## src/rtl/car_request_conditioner.sv

```systemverilog
// car_request_conditioner
//   Conditions the raw road-side car sensor for the traffic light controller:
//   two-flop synchroniser, counter-based debouncer, registered arrival pulse,
//   and a two-state request latch that holds until the controller serves it.
//
//   Optional feature macro: CAR_COUNT_EN
//     defined   -> car_count counts debounced arrivals, saturating at 2**COUNT_W-1
//     undefined -> no counter logic, car_count is tied to zero
//
//   Request handshake: car_req is the "valid" side and served is the
//   "accept" side. car_req rises one cycle after a debounced arrival
//   (car_edge) and stays high until a served pulse arrives in a cycle with
//   no new arrival. A served pulse while car_req is low is ignored. A new
//   arrival in the same cycle as served wins, so car_req stays high. Arrivals
//   while car_req is already high do not queue.
//
//   The request FSM state is exactly car_req (IDLE=0, PENDING=1), so the
//   state is observable on that output without an extra debug port.
//   Every output comes straight from a flop; there is no combinational path
//   from any input to any output.
module car_request_conditioner #(
  parameter int DEBOUNCE_CYCLES = 4,
  parameter int DB_W            = 3,
  parameter int COUNT_W         = 8
) (
  input  logic               clk,
  input  logic               reset,
  input  logic               car_raw,
  input  logic               served,
  output logic               car_req,
  output logic               car_present,
  output logic               car_edge,
  output logic [COUNT_W-1:0] car_count
);

  // Highest debounce count; reaching it with a still-disagreeing sample
  // accepts the new level.
  localparam logic [DB_W-1:0] DB_MAX = DB_W'(DEBOUNCE_CYCLES - 1);

  typedef enum logic {
    IDLE    = 1'b0,
    PENDING = 1'b1
  } req_state_t;

  logic            sync1;
  logic            sync2;
  logic [DB_W-1:0] db_cnt;
  req_state_t      state;
  req_state_t      state_next;

  // Two-flop synchroniser for the asynchronous sensor input.
  always_ff @(posedge clk) begin
    if (reset) begin
      sync1 <= 1'b0;
      sync2 <= 1'b0;
    end else begin
      sync1 <= car_raw;
      sync2 <= sync1;
    end
  end

  // Debouncer: a change is accepted only after DEBOUNCE_CYCLES consecutive
  // disagreeing samples; any agreeing sample restarts the count. car_edge
  // is raised on the same edge that car_present goes 0->1.
  always_ff @(posedge clk) begin
    if (reset) begin
      db_cnt      <= '0;
      car_present <= 1'b0;
      car_edge    <= 1'b0;
    end else begin
      car_edge <= 1'b0;
      if (sync2 == car_present) begin
        db_cnt <= '0;
      end else if (db_cnt == DB_MAX) begin
        car_present <= sync2;
        car_edge    <= sync2;
        db_cnt      <= '0;
      end else begin
        db_cnt <= db_cnt + 1'b1;
      end
    end
  end

  // Request FSM state register.
  always_ff @(posedge clk) begin
    if (reset) begin
      state <= IDLE;
    end else begin
      state <= state_next;
    end
  end

  // Request FSM next state: an arrival sets, served clears, and set wins
  // when both occur in the same cycle.
  always_comb begin
    state_next = state;
    case (state)
      IDLE: begin
        if (car_edge) begin
          state_next = PENDING;
        end
      end
      PENDING: begin
        if (served && !car_edge) begin
          state_next = IDLE;
        end
      end
      default: begin
        state_next = IDLE;
      end
    endcase
  end

  assign car_req = (state == PENDING);

`ifdef CAR_COUNT_EN
  logic [COUNT_W-1:0] count_q;

  // Arrival counter: one step per car_edge, holds at all-ones.
  always_ff @(posedge clk) begin
    if (reset) begin
      count_q <= '0;
    end else if (car_edge && (count_q != {COUNT_W{1'b1}})) begin
      count_q <= count_q + 1'b1;
    end
  end

  assign car_count = count_q;
`else
  assign car_count = '0;
`endif

endmodule
```

## config.mk

```make
export PLATFORM = sky130hd
export DESIGN_NAME = car_request_conditioner
export DESIGN_NICKNAME = d
export VERILOG_FILES = /design/src/rtl/car_request_conditioner.sv
export SDC_FILE = /design/constraint.sdc
export NUM_CORES = 1
export LEC_CHECK = 0
export CORE_AREA = 2 2 39 41
export DETAILED_ROUTE_END_ITERATION = 10
export DIE_AREA = 0 0 41 43
export PLACE_DENSITY_LB_ADDON = 0.1
export SETUP_SLACK_MARGIN = 0.02
export SKIP_LAST_GASP = 1
export SLEW_MARGIN = 10
export SYNTH_ARGS = -nofsm -noshare
export SYNTH_HDL_FRONTEND = slang
export SYNTH_SLANG_ARGS = --single-unit
```

## constraint.sdc

```tcl
create_clock -name clk -period 1.8 [get_ports clk]
set_clock_uncertainty 0.1 [all_clocks]
set_input_delay 0.18 -clock clk [delete_from_list [all_inputs] [get_ports clk]]
set_output_delay 0.18 -clock clk [all_outputs]
set_load 0.03 [all_outputs]
```

# [Word-level counts from Yosys, hierarchy flattened]
# Cells that the tools add are included.
[totals] output_inout_bits=11 wordCells=20 reg_bits=8 input_bits=4
[op_classes] n_eq_ne=2 n_mux=3 bitwise_logic=3 reduce_logical=5 n_addsub=1
[op_table] operator="3-bit OR reduction" n=2
[op_table] operator="3-bit by 1-bit adder with 3-bit output (second input constant)" n=1
[op_table] operator="3-bit by 2-bit equality test with 1-bit output (second input constant)" n=1
[op_table] operator="1-bit NOT" n=3
[op_table] operator="1-bit 2-to-1 mux" n=2
[op_table] operator="1-bit case mux with 2 select lines" n=1
[op_table] operator="2-bit AND reduction" n=1
[op_table] operator="1-bit equality test" n=1
[op_table] operator="1-bit logical AND" n=1
[op_table] operator="1-bit zero test" n=1

# [Longest topological paths before layout]
[logic_depth] depth_word=4 depth_mapped=4 mapped_depth_nobuf=4

# [Least setup slack after synthesis]
# OpenSTA, ideal clock, no wires.
[synth_path] kind="register to register" from="register db_cnt[0]" to="register db_cnt[2]" slack_ns=0.647 setup_ns=0.092 arrival_time_ns=0.961 required_time_ns=1.608 n_path_buf=0 stages_incl_launch_ff=4 period_less_slack_ns=1.153 path_cell_list="dfxtp_1 -> ha_1 -> ha_1 -> nor4_1"
[synth_between] elab_chain_cells=2 elab_cells_between_ends=3 classes_between="1 x add/sub; 1 x eq/ne; 1 x reduce/logical"
[synth_rtl] item="start: declaration" line_no="47" source="logic [DB_W-1:0] db_cnt;"
[synth_rtl] item="start signal: assignment" line_no="79" source="db_cnt <= db_cnt + 1'b1;"
[synth_rtl] item="parallel branches: the longest is 2 deep, another holds 3-bit by 1-bit adder with 3-bit output"
# Parallel ways; which one is timed is not known.
# A chain may end at the register's enable or synchronous reset.

# [Final worst setup path]
[layout_path] from="register car_present" to="output car_present"
[layout_lines] item="start: declaration" line_no="31" source="output logic car_present,"
[layout_lines] item="start signal: assignment" line_no="75" source="car_present <= sync2;"
# No word-level cell between the ends.

==> reports/metrics.yaml <==
outcome: "completed"
die-area_um2: 1760
path_buf_inv: 1
cts-buffers-inserted: 3
grt_remaining_overflow: 0
postCtsSetupBuffers: 0
start_util: 0.248
cts_sinks: 8
grt_max_degree: 9
cts_tree: "built"
cp_slowest_stage_delay_ns: 0.69
layoutNonFillerInstCount: 56
fp.dieW_um: 41
dr.pass1.iters: 2
powerDensity_nw_per_um2: 847
hold_violations: 0
cpLargestDelayFamily: "buffers and inverters"
finalSetupViolations: 0
leakagePower_uw: 0.000161
nFillCells: 158
core_area_um2: 1380
syn_inst: 32
area_growth_pct: 20.1
arrival_ns: 1.32
worstSetupStartpointType: "register"
cts.repair.resized: 0
max_cap_viol_count: 0
hold_class: "reg2reg"
drt-vias-per-instance: 3.77
num_rows: 14
slew_viol_final: 0
place.port_buffers: 6
critPathCaptureType: "primary output"
yosysWarnings: 0
finalHoldWorstSlack_ns: 0.332
clockRootBuffer: "clkbuf_4"
wl_per_cell_um: 8.27
path_cells: "clkdlybuf4s50_1"
totalWireLength_um: 463
initialDrtViolationCount: 5
finalSetupTns_ns: 0
finalCritPeriodShare: 0.887
clk_path_buf_depth: 2
cp.required_ns: 1.52
ys_types: 14
dp_hpwl_um: 382
irDropWorstVdd_mv: 0.234
antenna_found_initial: 0
hold_buffers: 0
ioPinCount: 15
fin_area_um2: 412
syn_area_um2: 343
drc: 0
yosys_register_bits: 8
path_clk_slew_ns: 0.05
grt_pass1_wl_um: 869
cts-htree-levels: 1
grt_util_all_layers: 0.0797
insertion_delay_ns: 0.25
fmax_mhz: 626
synth_seq_area_share: 0.467
fin_nets: 48
gp_congestion: 0.584
vias: 211
die_height_um: 43
rsz0062_at_grt: "no"
dp_cells: 53
crit_path_max_fanout: 4
final_layout_size_suffix_gt1_frac: 0.125
fin_crit_ns: 1.60
synth_area_per_cell_um2: 10.7
ant_nets: 0
grt_pass1_vias: 207
path_class: "reg2out"
diodes: 0
cpMaxStageDelayCell: "clkdlybuf4s50_1"
place_area_um2: 389
flip-flops by register name, indices dropped and copies added (netlist names):
signal,count
car_edge,1
sync1,1
db_cnt,3
car_present,1
sync2,1
car_req,1
path summary, 6_finish.rpt:
kind	cells past startpoint	end	slack [ns]	start
worst min register to register	1	db_cnt[0]	0.33	db_cnt[0]
worst max register to register	3	db_cnt[2]	0.57	db_cnt[0]
worst min-delay path	1	db_cnt[0]	0.33	db_cnt[0]
worst max-delay path	1	car_present	0.20	car_present
metal layers:
layer / track usage / up-vias / share of wire
met5: 0 / - / 0
met4: 0.100 / 0 / 0.0086
met3: 0.0314 / 2 / 0.060
met2: 0.103 / 9 / 0.53
met1: 0.0817 / 93 / 0.40
li1: - / 107 / -
worst register-to-register path: cells and delay by family, from the launching register on:
kind | cells | cell delay, ns
and+or+nand+nor | 1 | 0.27
DFF | 1 | 0.31
adders and majority gates | 2 | 0.45
kinds of logic (layout without fill, tap and decap cells):
logic type,count (synthesis),in the layout,synth area share
buf+inv,10,11,0.197
mux,1,1,0.0292
flops,8,8,0.467
fa+ha+maj,2,2,0.0730
simple gates,8,8,0.182
xor+xnor,1,1,0.0256
compound gates,1,1,0.0146
other cells,1,8,0.0109
cell type report:
| type | count | area [um2] | area share |
|---|---|---|---|
| multi-input cells | 21 | 141 | 0.343 |
| clock buffers | 3 | 22.5 | 0.0547 |
| inverters | 2 | 7.51 | 0.0182 |
| flip-flops and latches | 8 | 160 | 0.389 |
| well taps | 16 | 20.0 | 0.0486 |
| repair buffers | 6 | 60.1 | 0.146 |
synth_stat cells (all sizes together):
cell type / n / area (um2)
a21oi: 1 / 5.00
and4bb: 1 / 12.5
buf: 8 / 60.1
conb: 1 / 3.75
dfxtp: 8 / 160
ha: 2 / 25.0
inv: 2 / 7.51
mux2i: 1 / 10.0
nand2b: 1 / 6.26
nor2: 1 / 3.75
nor2b: 2 / 12.5
nor4: 2 / 12.5
nor4b: 1 / 15.0
xnor2: 1 / 8.76
per-stage QoR:
step | power (uW) | worst slack, ns | util
2_1_floorplan | 224 | 0.647 | -
3_3_place_gp | 220 | 0.476 | 0.281
3_5_place_dp | 220 | 0.463 | 0.281
4_1_cts | 357 | 0.180 | 0.297
5_1_grt | 371 | 0.136 | 0.297
6_report | 349 | 0.203 | 0.297
cell usage in the layout (no fill, tap or decap), types with 2 or more instances in the layout:
master | synthesis | layout
conb_1 | 1 | 8
dfxtp_1 | 8 | 8
clkdlybuf4s50_1 | 0 | 6
clkbuf_4 | 0 | 3
inv_1 | 2 | 2
nor4_1 | 2 | 2
nor2b_1 | 2 | 2
ha_1 | 2 | 2
where the power goes:
part,switching [uW],internal [uW],total (uW),leakage [uW]
Sequential,1.44,180,182,0.0000649
Combinational,26.4,8.53,34.9,0.0000822
Clock,56.2,76.0,132,0.0000138
Total,83.9,265,349,0.000161
(Power assumes the default switching activity.)
